==> config.mk <==
export PLATFORM = sky130hd
export DESIGN_NAME = biquad_coeff_loader_flat
export DESIGN_NICKNAME = d
export VERILOG_FILES = /design/src/rtl/biquad_coeff_loader_if.sv /design/src/rtl/biquad_coeff_loader.sv /design/src/flat_wrapper.sv
export SDC_FILE = /design/constraint.sdc
export NUM_CORES = 1
export LEC_CHECK = 0
export BUFFER_PORTS_ARGS = -buffer_cell sky130_fd_sc_hd__clkbuf_2
export CORE_MARGIN = 2
export CORE_UTILIZATION = 40
export CTS_CLUSTER_SIZE = 16
export DETAILED_ROUTE_END_ITERATION = 7
export GPL_TIMING_DRIVEN = 0
export PLACE_DENSITY_LB_ADDON = 0.08
export RECOVER_POWER = 50
export SLEW_MARGIN = 30
export SYNTH_ARGS = -nofsm -noshare
export SYNTH_HDL_FRONTEND = slang
export SYNTH_SLANG_ARGS = --single-unit
==> constraint.sdc <==
create_clock -name clk -period 6.9 [get_ports clk]
set_input_delay 0.69 -clock clk [delete_from_list [all_inputs] [get_ports clk]]
set_output_delay 0.69 -clock clk [all_outputs]
set_load 0.1 [all_outputs]
==> src/rtl/biquad_coeff_loader_if.sv <==
// Host and filter-side signal bundle for biquad_coeff_loader.
//   master : host/staging side (drives wr_*, go_i, abort_i; observes status and coeff bus)
//   slave  : the loader itself (drives busy/done/err and the coefficient bus)
// Signals:
//   wr_en_i, wr_addr_i[AW], wr_dat_i[18] : staging register write port
//   go_i, abort_i                        : start / cancel a load
//   busy_o, done_o, err_o                : status
//   coeff_dat_o[18], coeff_wr_o          : B1-stage coefficient bus and write strobe
//   coeff_update_o                       : B2-stage commit strobe
interface biquad_coeff_loader_if #(
    parameter int unsigned AW = 4
);
    logic          wr_en_i;
    logic [AW-1:0] wr_addr_i;
    logic [17:0]   wr_dat_i;
    logic          go_i;
    logic          abort_i;
    logic          busy_o;
    logic          done_o;
    logic          err_o;
    logic [17:0]   coeff_dat_o;
    logic          coeff_wr_o;
    logic          coeff_update_o;

    modport master (
        output wr_en_i, wr_addr_i, wr_dat_i, go_i, abort_i,
        input  busy_o, done_o, err_o, coeff_dat_o, coeff_wr_o, coeff_update_o
    );

    modport slave (
        input  wr_en_i, wr_addr_i, wr_dat_i, go_i, abort_i,
        output busy_o, done_o, err_o, coeff_dat_o, coeff_wr_o, coeff_update_o
    );
endinterface

==> src/rtl/biquad_coeff_loader.sv <==
// Coefficient loader for one biquad8 incremental filter.
// Host stages NCOEFF signed 18-bit coefficients, then pulses go. The loader shifts them into
// the DSP B1 cascade highest address first (coeff_wr_o), waits SETTLE cycles and commits them
// with a single coeff_update_o / done_o pulse. abort_i cancels a load in progress.
// Ports:
//   clk   : system clock, rising edge
//   rst_n : asynchronous active-low reset
//   bus   : biquad_coeff_loader_if.slave (staging port, control, status, coefficient bus)
module biquad_coeff_loader #(
    parameter int unsigned NCOEFF = 2,
    parameter int unsigned AW     = 4,
    parameter int unsigned GAP    = 0,
    parameter int unsigned SETTLE = 2
) (
    input  logic                        clk,
    input  logic                        rst_n,
    biquad_coeff_loader_if.slave        bus
);

    typedef enum logic [2:0] {StIdle, StWrite, StGap, StSettle, StUpdate} state_e;

    localparam logic [4:0] KLast      = 5'(NCOEFF - 1);
    // Only reached when GAP/SETTLE are non-zero, so the wrap at zero is harmless.
    localparam logic [3:0] GapLast    = 4'(GAP - 1);
    localparam logic [3:0] SettleLast = 4'(SETTLE - 1);

    state_e      state_q, state_d;
    logic [4:0]  k_q, k_d;
    logic [3:0]  cnt_q, cnt_d;
    logic [17:0] stage_q [NCOEFF];
    logic [17:0] stage_d [NCOEFF];
    logic [17:0] dat_q, dat_d;
    logic        wr_q, upd_q, err_q, err_d;
    logic        load;
    logic [4:0]  idx;

    logic [AW-1:0] addr;
    logic          busy, addr_ok, wr_ok, go_ok;

    assign addr    = bus.wr_addr_i;
    assign busy    = (state_q != StIdle);
    assign addr_ok = (32'(addr) < NCOEFF);
    assign wr_ok   = bus.wr_en_i && !busy && addr_ok;
    assign go_ok   = bus.go_i && !busy;

    // Staging file with the accepted write folded in, so a same-cycle go sees the new value.
    always_comb begin
        for (int unsigned i = 0; i < NCOEFF; i++) begin
            stage_d[i] = stage_q[i];
            if (wr_ok && (32'(addr) == i)) begin
                stage_d[i] = bus.wr_dat_i;
            end
        end
    end

    always_comb begin
        state_d = state_q;
        k_d     = k_q;
        cnt_d   = cnt_q;
        load    = 1'b0;
        case (state_q)
            StIdle: begin
                if (go_ok) begin
                    state_d = StWrite;
                    k_d     = 5'd0;
                    load    = 1'b1;
                end
            end
            StWrite: begin
                if (k_q == KLast) begin
                    cnt_d   = 4'd0;
                    state_d = (SETTLE == 0) ? StUpdate : StSettle;
                end else if (GAP == 0) begin
                    k_d  = k_q + 5'd1;
                    load = 1'b1;
                end else begin
                    state_d = StGap;
                    cnt_d   = 4'd0;
                end
            end
            StGap: begin
                if (cnt_q == GapLast) begin
                    state_d = StWrite;
                    k_d     = k_q + 5'd1;
                    load    = 1'b1;
                end else begin
                    cnt_d = cnt_q + 4'd1;
                end
            end
            StSettle: begin
                if (cnt_q == SettleLast) begin
                    state_d = StUpdate;
                end else begin
                    cnt_d = cnt_q + 4'd1;
                end
            end
            StUpdate: begin
                state_d = StIdle;
                k_d     = 5'd0;
            end
            default: state_d = StIdle;
        endcase

        if (busy && bus.abort_i) begin
            state_d = StIdle;
            k_d     = 5'd0;
            cnt_d   = 4'd0;
            load    = 1'b0;
        end

        // Highest address goes out first.
        idx   = KLast - k_d;
        dat_d = dat_q;
        if (load) begin
            for (int unsigned i = 0; i < NCOEFF; i++) begin
                if (idx == 5'(i)) begin
                    dat_d = stage_d[i];
                end
            end
        end

        // A rejected write wins over a same-cycle clear so no error is lost.
        err_d = err_q;
        if (go_ok) begin
            err_d = 1'b0;
        end
        if (bus.wr_en_i && (busy || !addr_ok)) begin
            err_d = 1'b1;
        end
    end

    always_ff @(posedge clk or negedge rst_n) begin
        if (!rst_n) begin
            state_q <= StIdle;
            k_q     <= 5'd0;
            cnt_q   <= 4'd0;
            dat_q   <= 18'd0;
            wr_q    <= 1'b0;
            upd_q   <= 1'b0;
            err_q   <= 1'b0;
            for (int unsigned i = 0; i < NCOEFF; i++) begin
                stage_q[i] <= 18'd0;
            end
        end else begin
            state_q <= state_d;
            k_q     <= k_d;
            cnt_q   <= cnt_d;
            dat_q   <= dat_d;
            wr_q    <= load;
            upd_q   <= (state_d == StUpdate);
            err_q   <= err_d;
            for (int unsigned i = 0; i < NCOEFF; i++) begin
                stage_q[i] <= stage_d[i];
            end
        end
    end

    assign bus.busy_o         = busy;
    assign bus.done_o         = upd_q;
    assign bus.err_o          = err_q;
    assign bus.coeff_dat_o    = dat_q;
    assign bus.coeff_wr_o     = wr_q;
    assign bus.coeff_update_o = upd_q;

endmodule

==> src/flat_wrapper.sv <==
// flat-port wrapper written by rule: the top's interface ports become plain ports
module biquad_coeff_loader_flat 
#(
    parameter int unsigned NCOEFF = 2,
    parameter int unsigned AW     = 4,
    parameter int unsigned GAP    = 0,
    parameter int unsigned SETTLE = 2
)
  (clk, rst_n, bus_wr_en_i, bus_wr_addr_i, bus_wr_dat_i, bus_go_i, bus_abort_i, bus_busy_o, bus_done_o, bus_err_o, bus_coeff_dat_o, bus_coeff_wr_o, bus_coeff_update_o);
  biquad_coeff_loader_if #(.AW(AW)) bus_i ();
  input  logic clk;
  input  logic rst_n;
  input wire logic [$bits(bus_i.wr_en_i)-1:0] bus_wr_en_i;
  input wire logic [$bits(bus_i.wr_addr_i)-1:0] bus_wr_addr_i;
  input wire logic [$bits(bus_i.wr_dat_i)-1:0] bus_wr_dat_i;
  input wire logic [$bits(bus_i.go_i)-1:0] bus_go_i;
  input wire logic [$bits(bus_i.abort_i)-1:0] bus_abort_i;
  output wire logic [$bits(bus_i.busy_o)-1:0] bus_busy_o;
  output wire logic [$bits(bus_i.done_o)-1:0] bus_done_o;
  output wire logic [$bits(bus_i.err_o)-1:0] bus_err_o;
  output wire logic [$bits(bus_i.coeff_dat_o)-1:0] bus_coeff_dat_o;
  output wire logic [$bits(bus_i.coeff_wr_o)-1:0] bus_coeff_wr_o;
  output wire logic [$bits(bus_i.coeff_update_o)-1:0] bus_coeff_update_o;
  assign bus_i.wr_en_i = bus_wr_en_i;
  assign bus_i.wr_addr_i = bus_wr_addr_i;
  assign bus_i.wr_dat_i = bus_wr_dat_i;
  assign bus_i.go_i = bus_go_i;
  assign bus_i.abort_i = bus_abort_i;
  assign bus_busy_o = bus_i.busy_o;
  assign bus_done_o = bus_i.done_o;
  assign bus_err_o = bus_i.err_o;
  assign bus_coeff_dat_o = bus_i.coeff_dat_o;
  assign bus_coeff_wr_o = bus_i.coeff_wr_o;
  assign bus_coeff_update_o = bus_i.coeff_update_o;
  biquad_coeff_loader #(.NCOEFF(NCOEFF), .AW(AW), .GAP(GAP), .SETTLE(SETTLE)) u_core (.clk(clk), .rst_n(rst_n), .bus(bus_i));
endmodule
Word level (Yosys, flattened, before mapping)
Cells that the tools add are included.
{"block": "op_classes", "n_addsub": 3, "mul": 0, "div_mod_pow": 0, "n_lt_le_gt_ge": 1, "n_eq_ne": 13, "shifts": 0, "n_mux": 27, "bitwise": 0, "reduce_logical": 19}
{"cell": "$mux 18", "n": 4}
{"cell": "$mux 5", "n": 4}
{"cell": "$pmux 5 s4", "n": 1}
{"cell": "$mux 4", "n": 4}
{"cell": "$mux 3", "n": 5}
{"cell": "$pmux 3 s4", "n": 1}
{"cell": "$pmux 4 s3", "n": 1}
{"cell": "$eq 5x1->1 const B", "n": 2}
{"cell": "$eq 4x1->1 const B", "n": 2}
{"cell": "$logic_and 1x1->1", "n": 7}
{"cell": "$eq 3x2->1 const B", "n": 2}
{"cell": "$eq 3x3->1 const B", "n": 2}
{"cell": "$mux 1", "n": 6}
{"cell": "$ne 3x3->1 const B", "n": 2}
{"cell": "$add 5x1->5 const B", "n": 1}
{"cell": "$logic_not 5->1", "n": 1}
{"cell": "$sub 1x5->5 const A", "n": 1}
{"cell": "$add 4x1->4 const B", "n": 1}
{"cell": "$eq 4x4->1 const B", "n": 1}
{"cell": "$logic_not 4->1", "n": 1}
{"cell": "$lt 4x2->1 const B", "n": 1}
{"cell": "$reduce_and 4->1", "n": 1}
{"cell": "$reduce_bool 2->1", "n": 2}
{"cell": "$reduce_bool 4->1", "n": 1}
{"cell": "other kinds (8)", "n": 9}
{"block": "word_totals", "reg_bits": 69, "latchBits": 0, "mem_bits_rw": 0, "romBits": 0, "inputBits": 27, "out_inout_bits": 23, "wordCells": 72, "mem_count": 0}

Depth between registers and ports, before layout
Gate-level depths: netlist of run 1.
{"block": "depth", "ltp_word": 10, "mapped_depth": 14, "mapped_depth_nobuf": 13}

Worst setup path before layout of run 1
OpenSTA, ideal clock, no wires.
{"block": "synth_path", "path_type": "register to register", "from": "register u_core.k_q[1]", "to": "register u_core.dat_q[10], in the netlist u_core.bus.coeff_dat_o[10]", "setup_time_ns": 0.126, "t_arrival_ns": 2.940, "required_ns": 6.774, "path_slack_ns": 3.833, "path_stages_with_launch": 13, "n_path_buf": 1, "synth_period_minus_slack_ns": 3.067, "cell_sequence": "dfrtp_1 -> inv_1 -> ha_1 -> nor4b_2 -> o22ai_4 -> o31ai_1 -> nand2_1 -> ha_1 -> a21oi_1 -> nand3_1 -> o22ai_4 -> buf_6 -> mux2_4"}
{"block": "synth_via", "elab_chain_cells": 8, "word_cells_on_any_way": 16, "classes_between": "2 x add/sub; 2 x eq/ne; 9 x mux; 3 x reduce/logical"}
{"item": "start, declared", "line": "biquad_coeff_loader.sv:28", "rtl": "logic [4:0] k_q, k_d;"}
{"item": "start signal, assigned", "line": "biquad_coeff_loader.sv:146", "rtl": "k_q <= k_d;"}
{"item": "$add 5x1->5 or $eq 5x1->1 (tied branches)", "line": "biquad_coeff_loader.sv:74, biquad_coeff_loader.sv:84, biquad_coeff_loader.sv:70"}
{"item": "$mux 5 (on tied branches)", "line": "biquad_coeff_loader.sv:82, biquad_coeff_loader.sv:70"}
{"item": "$pmux 5 s4", "line": "biquad_coeff_loader.sv:61", "rtl": "case (state_q)"}
{"item": "$mux 5", "line": "biquad_coeff_loader.sv:104", "rtl": "if (busy && bus.abort_i) begin"}
{"item": "$sub 1x5->5", "line": "biquad_coeff_loader.sv:112", "rtl": "idx = KLast - k_d;"}
{"item": "$eq 5x1->1 or $logic_not 5->1 (tied branches)", "line": "biquad_coeff_loader.sv:116", "rtl": "if (idx == 5'(i)) begin"}
{"item": "$reduce_bool 2->1 (no source line)"}
{"item": "$reduce_and 2->1 (no source line)"}
{"item": "end signal, assigned", "line": "biquad_coeff_loader.sv:148", "rtl": "dat_q <= dat_d;"}
{"item": "end, declared", "line": "biquad_coeff_loader.sv:32", "rtl": "logic [17:0] dat_q, dat_d;"}
Several ways; a longest one is shown, not always the timed one.
A chain may end at the register's enable or synchronous reset.

Worst setup path after layout of run 1
{"block": "layout_path", "from": "register u_core.k_q[1]", "to": "register u_core.dat_q[12], in the netlist u_core.bus.coeff_dat_o[12]"}
The elaborated chain is that of the path after synthesis.

==> results.yml, run 1 <==
sta:
  worst_pin_slew_ns: 3.59
  maxSlewViolCount: 70
  setup_viol: 0
  rsz0062_at_grt: "no"
  fin_ws_ns: 2.94
  period_minus_slack_ns: 3.96
  finalClockSkew_ns: 0.0120
  post-route-period-util: 0.574
  slew_headroom: -1.39
  fmax_mhz: 253
  hold_viol_final: 0
  setup_tns_ns: 0
run:
  max_cap_violations: 1
floorplanning:
  rows: 33
  core_area_um2: 8130
  ios: 50
  die_x_um: 95.0
  die_area_um2: 9030
  initial_core_util: 0.407
  die_y_um: 95.0
finish:
  num_antenna_cells: 0
  layout_commonest_cell: "dfrtp_1"
  layout-drive-gt1-share: 0.467
  layout_common_cells: "dfrtp_1, mux2_2, clkbuf_2"
  nets: 344
  synthToLayoutAreaGrowth_pct: 16.6
  fill_cells: 749
  design_area_um2: 3860
  fin_cells: 422
synth:
  ys_seq_area_frac: 0.521
  synth_area_um2: 3310
  synth_edf_count: 0
  yosys_warnings: 0
  ys_types: 39
  syn_area_per_cell_um2: 13.1
  ys.flop_type: "dfrtp_1"
  async_flop_share: 1.00
  ys_ff_latch: 69
  mappedNetlistNets: 284
  syn_inst: 252
placed_design:
  globalplace.congestion: 0.784
  dp_hpwl_um: 4290
  dp_cells: 406
  placed_cell_area_um2: 3700
  post-place-ws_ns: 3.29
  io_buffers: 49
clock_network:
  postCtsSetupRepairBufs: 0
  htreeDepth: 3
  cts_tree: "built"
  post_cts_resized: 0
  root_buffer: "clkbuf_8"
  cts.sinks: 69
  clk_pin_slew_ns: 0.07
  insertion_delay_ns: 0.34
  clockBufferDepth: 2
  cts_buffers: 9
  hold_buffers: 0
routing:
  first_pass_iters: 4
  ant_nets: 0
  drt_iter0_drc: 31
  routed_wl_um: 6260
  drc: 0
  vias: 2089
  via_per_inst: 4.95
  wl_per_cell_um: 14.8
run_status:
  status: "complete, but fails checks"
  violations: "max-capacitance violations, max-slew violations"
power_and_ir_drop:
  total_power_mw: 2.02
  power_leakage_nw: 1.88
  pwr_density_cell_nw_per_um2: 523
  ir_worst_vdd_uv: 305
grt:
  grt_pass1_vias: 2109
  grt_max_degree: 70
  antenna_found_initial: 0
  grt_pass1_wl_um: 10700
  grt_overflow_total: 0
  grt.total_usage: 0.157
setup_path:
  cp.required_ns: 7.11
  critPathMaxFanout: 10
  endpoint_kind: "register"
  start_kind: "register"
  critPathKind: "reg2reg"
  arrival_ns: 4.17
  r2r_slack_ns: 2.94
hold_path:
  hold_path_class: "reg2reg"
[flip-flops by register name, summed over array words and instances (netlist names)]
| signal | flops |
|---|---|
| u_core.k_q | 5 |
| u_core.state_q | 3 |
| u_core.stage_q | 36 |
| u_core.bus.err_o | 1 |
| u_core.cnt_q | 4 |
| u_core.bus.coeff_update_o | 1 |
| u_core.bus.coeff_wr_o | 1 |
| u_core.bus.coeff_dat_o | 18 |
[layer usage]
layer	vias to the layer above	wire length, um	track usage
li1	1027	-	-
met1	1022	3190	0.233
met3	4	254	0.0403
met5	-	0	0
met4	0	53	0.0580
met2	36	2760	0.219
[Yosys cell counts (3+ instances only)]
library cell,count,area [um^2]
a21oi_1,8,40.0
buf_6,3,33.8
o21ai_0,9,45.0
mux2_4,10,150
inv_1,8,30.0
o31ai_1,4,30.0
nand2b_1,7,43.8
mux2_2,63,709
dfrtp_1,69,1730
nor2_1,14,52.6
nand2_1,12,45.0
ha_1,5,62.6
nor3_1,5,25.0
nand3_1,3,15.0
[power breakdown]
group	internal, mW	switching, mW
registers	0.561	0.0579
clock network	0.178	0.155
logic	0.398	0.673
[final timing paths]
path,startpoint,to,cells past startpoint
worst min-delay path,u_core.stage_q[30]$_DFF_PN0_,u_core.stage_q[30]$_DFF_PN0_,1
worst max register to register,u_core.k_q[1]$_DFF_PN0_,u_core.bus.coeff_dat_o[12]$_DFFE_PN0P_,12
worst min register to register,u_core.stage_q[30]$_DFF_PN0_,u_core.stage_q[30]$_DFF_PN0_,1
worst max-delay path,u_core.k_q[1]$_DFF_PN0_,u_core.bus.coeff_dat_o[12]$_DFFE_PN0P_,12
max in group asynchronous,rst_n,u_core.bus.coeff_update_o$_DFF_PN0_,1
min in group asynchronous,rst_n,u_core.state_q[1]$_DFF_PN0_,1
[critical path, stage by stage, from the launching register on]
cell	delay [ns]
dfrtp_1	0.41
inv_1	0.08
ha_1	0.15
nor4b_1	0.81
o22ai_4	0.25
o31ai_1	0.42
nand2_1	0.13
ha_1	0.31
a21oi_1	0.19
nand3_1	0.16
o22ai_4	0.35
buf_6	0.25
mux2_4	0.31
[stage by stage]
stage	util	hold WS, ns
6_report	0.475	0.493
4_1_cts	0.479	0.374
5_1_grt	0.475	0.508
3_5_place_dp	0.455	0.479
3_3_place_gp	0.454	0.474
2_1_floorplan	-	0.394
[layout make-up]
class                      instances  area (um^2)  area share
sequential                        69         1730       0.447
multi-input combinational        166         1470       0.381
timing repair buffer              49          238      0.0615
clock buffer                      11          141      0.0366
tap                              105          131      0.0340
clock inverter                     5         60.1      0.0155
buffer                             8         58.8      0.0152
inverter                           9         33.8     0.00875
[kinds of logic (layout without fill, tap and decap cells)]
group | after synthesis | count (layout) | share of synthesized area
adder cells (fa/ha/maj) | 5 | 5 | 0.0189
multiplexers | 74 | 74 | 0.264
AO/OA/AOI/OAI | 31 | 31 | 0.0661
AND/OR/NAND/NOR | 56 | 56 | 0.102
flip-flops | 69 | 69 | 0.521
buffers and inverters | 17 | 82 | 0.0279
Power figures use the tool's default switching activity.
==> inputs of run 2 (changes only) <==
==> constraint.sdc (replaced) <==
create_clock -name clk -period 3.35 [get_ports clk]
set_input_delay 0.335 -clock clk [delete_from_list [all_inputs] [get_ports clk]]
set_output_delay 0.335 -clock clk [all_outputs]
set_load 0.1 [all_outputs]
==> run 2 against run 1 <==
Net effect:
- the run still ends with max-capacitance violations, max-slew violations left
- sequential share of layout area decreased by 1.0 points
- hold slack worse by 0.23 ns
- design area is 2.4% higher
- non-clock buffer count is 5 higher
- register-to-register slack worse by 2.7 ns
- die area unchanged
- clock skew increased by 0.00058 ns
- critical path type unchanged
==> results.yml, run 2 (synthesized netlist as in run 1, its figures left out) <==
routing:
  ant_nets: 0
  routed_wl_um: 6340
  wl_per_cell_um: 14.8
  via_per_inst: 4.96
  drt_iter0_drc: 47
  vias: 2124
  first_pass_iters: 4
  drc: 0
placed_design:
  dp_hpwl_um: 4290
  io_buffers: 49
  dp_cells: 406
  globalplace.congestion: 0.784
  placed_cell_area_um2: 3700
finish:
  layout_commonest_cell: "dfrtp_1"
  fin_cells: 428
  nets: 350
  top_register: "u_core.stage_q"
  layout_common_cells: "dfrtp_1, mux2_2, clkbuf_2"
  layout-drive-gt1-share: 0.474
  largest_reg_flops: 36
  num_antenna_cells: 0
  design_area_um2: 3960
  synthToLayoutAreaGrowth_pct: 19.4
floorplanning:
  die_area_um2: 9030
  ios: 50
  die_y_um: 95.0
  die_x_um: 95.0
  rows: 33
  initial_core_util: 0.407
  core_area_um2: 8130
power_and_ir_drop:
  ir_worst_vdd_uv: 629
  pwr_density_cell_nw_per_um2: 1070
  power_leakage_nw: 1.90
  total_power_mw: 4.25
sta:
  worst_pin_slew_ns: 1.70
  rsz0062_at_grt: "no"
  fmax_mhz: 321
  post-route-period-util: 0.929
  finalClockSkew_ns: 0.0126
  setup_viol: 0
  worst_hold_slack_ns: 0.259
  slew_headroom: -0.132
  hold_viol_final: 0
  maxSlewViolCount: 70
  setup_tns_ns: 0
  period_minus_slack_ns: 3.11
setup_path:
  cp.required_ns: 3.56
  critPathKind: "reg2reg"
  endpoint_kind: "register"
  start_kind: "register"
  arrival_ns: 3.32
  critPathMaxFanout: 7
clock_network:
  root_buffer: "clkbuf_8"
  cts.sinks: 69
  htreeDepth: 3
  insertion_delay_ns: 0.33
  clk_pin_slew_ns: 0.08
  clockBufferDepth: 2
  cts_tree: "built"
  cts_buffers: 9
grt:
  grt_overflow_total: 0
  grt_max_degree: 70
  grt.total_usage: 0.156
  antenna_found_initial: 0
  grt_pass1_wl_um: 10700
  grt_pass1_vias: 2116
run:
  max_cap_violations: 1
hold_path:
  hold_path_class: "in2reg"
run_status:
  violations: "max-capacitance violations, max-slew violations"
  status: "complete, but fails checks"
## run 2: routing by layer
layer  track usage  share of wire  vias up
li1              -              -     1044
met1         0.232           0.51     1038
met2         0.219           0.44       36
met3        0.0403          0.039        6
met4        0.0580         0.0091        0
met5             0              0        -
## run 2: area by class of cell
type	instances	area (um^2)
buffer	8	58.8
inverter	9	33.8
fill	745	4180
multi-input combinational	167	1530
tap	105	131
sequential	69	1730
timing repair buffer	54	269
clock buffer	11	141
clock inverter	5	60.1
## run 2: metrics by stage
stage	setup slack [ns]	utilization
finish	0.238	0.486
CTS	0.0579	0.482
global route	0.0243	0.486
global placement	-0.216	0.454
floorplan	0.283	-
detailed placement	-0.257	0.455
## run 2: final timing paths
| kind | start | end | slack, ns | cells past startpoint |
|---|---|---|---|---|
| worst max-delay path | u_core.k_q[1]$_DFF_PN0_ | u_core.bus.coeff_dat_o[3]$_DFFE_PN0P_ | 0.24 | 13 |
| worst min-delay path | bus_wr_dat_i[16] | u_core.stage_q[34]$_DFF_PN0_ | 0.26 | 2 |
| worst max register to register | u_core.k_q[1]$_DFF_PN0_ | u_core.bus.coeff_dat_o[3]$_DFFE_PN0P_ | 0.24 | 13 |
| worst min register to register | u_core.stage_q[30]$_DFF_PN0_ | u_core.stage_q[30]$_DFF_PN0_ | 0.49 | 1 |
| max in group asynchronous | rst_n | u_core.bus.coeff_update_o$_DFF_PN0_ | 1.89 | 1 |
| min in group asynchronous | rst_n | u_core.state_q[1]$_DFF_PN0_ | 0.42 | 1 |
## run 2: report_power, final
group | switching, mW | internal (mW)
combinational | 1.43 | 0.863
sequential | 0.120 | 1.15
clock | 0.320 | 0.366
total | 1.86 | 2.38
## run 2: critical path: stages (launching register included)
cell and delay (ns):
dfrtp_1 0.41, inv_1 0.10, ha_1 0.16, nor4b_4 0.18, buf_4 0.19, o22ai_4 0.10
o31ai_2 0.35, nand2_1 0.13, ha_1 0.31, a21oi_1 0.19, nand2_1 0.12, o22ai_4 0.21
buf_4 0.21, mux2_2 0.34
## run 2: repair_timing
item / CTS / global route
pin swaps: 1 / 2
gates resized for setup: 1 / 3
hold buffers: 0 / 0
setup buffers: 2 / 3
cloned: 0 / 1
endpoints found under the setup margin: 18 / 18
==> inputs of run 3 (changes only) <==
--- a/config.mk
+++ b/config.mk
@@ -7,7 +7,7 @@
 export LEC_CHECK = 0
 export BUFFER_PORTS_ARGS = -buffer_cell sky130_fd_sc_hd__clkbuf_2
 export CORE_MARGIN = 2
-export CORE_UTILIZATION = 40
+export CORE_UTILIZATION = 51
 export CTS_CLUSTER_SIZE = 16
 export DETAILED_ROUTE_END_ITERATION = 7
 export GPL_TIMING_DRIVEN = 0
==> run 3 against run 2 <==
Net effect:
- non-clock buffer count is 4 higher
- hold slack worse by 0.010 ns
- the flow now finishes without violations
- core utilization is 15 points higher
- setup slack worse by 0.0094 ns
==> results.yml, run 3 (synthesized netlist as in run 1, its figures left out) <==
floorplanning:
  die_y_um: 84.6
  die_area_um2: 7160
  ios: 50
  rows: 29
  core_area_um2: 6310
  initial_core_util: 0.525
  die_x_um: 84.6
clock_network:
  clockBufferDepth: 2
  insertion_delay_ns: 0.34
  cts_buffers: 9
  root_buffer: "clkbuf_8"
  cts_tree: "built"
  clk_pin_slew_ns: 0.07
  htreeDepth: 3
  cts.sinks: 69
hold_path:
  hold_path_class: "in2reg"
sta:
  fmax_mhz: 320
  period_minus_slack_ns: 3.12
  rsz0062_at_grt: "no"
  worst_hold_slack_ns: 0.249
  setup_viol: 0
  maxSlewViolCount: 0
  setup_tns_ns: 0
  hold_viol_final: 0
  finalClockSkew_ns: 0.00514
  worst_pin_slew_ns: 1.28
  post-route-period-util: 0.932
  slew_headroom: 0.146
finish:
  fill_cells: 507
  fin_cells: 404
  seq_area_um2: 1730
  top_register: "u_core.stage_q"
  largest_reg_flops: 36
  multi_input_area_um2: 1540
  layout_common_cells: "dfrtp_1, mux2_2, clkbuf_2"
  layout_commonest_cell: "dfrtp_1"
  num_antenna_cells: 0
  layout-drive-gt1-share: 0.471
  synthToLayoutAreaGrowth_pct: 20.7
  nets: 354
  final_core_util: 0.633
grt:
  grt_pass1_vias: 2047
  grt_pass1_wl_um: 10100
  grt.total_usage: 0.184
  grt_max_degree: 47
  grt_overflow_total: 0
  antenna_found_initial: 0
routing:
  first_pass_iters: 4
  drc: 0
  vias: 2167
  routed_wl_um: 6250
  drt_iter0_drc: 112
  wl_per_cell_um: 15.5
  via_per_inst: 5.36
  ant_nets: 0
setup_path:
  critical_path_buf_inv_count: 5
  start_kind: "register"
  endpoint_kind: "register"
  cp_slowest_cell: "dfrtp_1"
  cp.required_ns: 3.58
  critPathMaxFanout: 7
  arrival_ns: 3.35
  cpMostUsedCell: "buf_4"
  path_cells: "inv_1 > ha_1 > nor4b_4 > buf_4 > buf_4 > o21ai_0 > a21oi_1 > nor2_1 > nand2_1 > ha_1 > inv_1 > nor3_1 > mux2i_2 > o22ai_4 > buf_4 > mux2_2"
  critPathKind: "reg2reg"
  max_stage_delay_ns: 0.41
  cp_top_family: "buffers and inverters"
  r2r_slack_ns: 0.23
placed_design:
  dp_cells: 379
  dp_hpwl_um: 4300
  globalplace.congestion: 0.769
  io_buffers: 49
power_and_ir_drop:
  pwr_density_cell_nw_per_um2: 1110
  comb_power_share: 0.525
  ir_worst_vdd_uv: 756
  power.switching_mw: 1.88
  p_clk_frac: 0.188
  power_leakage_nw: 1.94
  swShare: 0.423
  p_seq_frac: 0.287
  p_int_mw: 2.56
  total_power_mw: 4.45
run_status:
  status: "complete, no violations"
run:
  max_cap_violations: 0
==> run 3: repair_timing <==
action                                  4_1_cts  5_1_grt
gates cloned                                  0        1
endpoints found under the setup margin       18       11
resized for setup                             2        2
pin swaps                                     1        3
hold endpoints to repair                     23        0
hold buffers                                  1        0
buffers inserted                              0        7
==> run 3: power by group through the flow <==
| stage | Sequential, mW | Clock (mW) | Combinational [mW] |
|---|---|---|---|
| finish | 1.28 | 0.836 | 2.33 |
| global route | 1.31 | 0.889 | 2.48 |
| global placement | 1.28 | 0 | 2.20 |
| floorplan | 1.90 | 0 | 1.23 |
| CTS | 1.28 | 0.851 | 2.25 |
| detailed placement | 1.29 | 0 | 2.23 |
==> run 3: path summary, 6_finish.rpt <==
kind,startpoint,endpoint,depth (start not counted)
min in group asynchronous,rst_n,u_core.state_q[0]$_DFF_PN0_,2
worst max register to register,u_core.k_q[1]$_DFF_PN0_,u_core.bus.coeff_dat_o[3]$_DFFE_PN0P_,16
max in group asynchronous,rst_n,u_core.bus.coeff_dat_o[7]$_DFFE_PN0P_,3
worst max-delay path,u_core.k_q[1]$_DFF_PN0_,u_core.bus.coeff_dat_o[3]$_DFFE_PN0P_,16
worst min register to register,u_core.bus.err_o$_DFFE_PN0P_,u_core.bus.err_o$_DFFE_PN0P_,2
worst min-delay path,bus_wr_dat_i[11],u_core.stage_q[29]$_DFF_PN0_,2
==> run 3: layout make-up <==
type / count / share of cell area
flip-flops and latches: 69 / 0.432
multi-input cells: 167 / 0.384
repair buffers: 58 / 0.0745
clock buffers: 11 / 0.0354
clock inverters: 5 / 0.0269
well taps: 77 / 0.0241
plain buffers: 8 / 0.0147
inverters: 9 / 0.00845
==> run 3: routing by layer <==
| metal | wire length (um) | global-route usage | up-vias |
|---|---|---|---|
| met5 | 0 | 0 | - |
| met4 | 78 | 0.0693 | 0 |
| met2 | 2820 | 0.267 | 41 |
| met1 | 3040 | 0.257 | 1077 |
| li1 | - | - | 1044 |
| met3 | 310 | 0.0610 | 5 |
==> run 3: through the flow <==
step | setup slack [ns] | cell area [um^2]
after floorplan | 0.283 | 3310
after global placement | -0.178 | 3650
after detailed placement | -0.199 | 3680
after CTS | 0.0350 | 3960
after global routing | 0.0298 | 4000
final | 0.228 | 4000
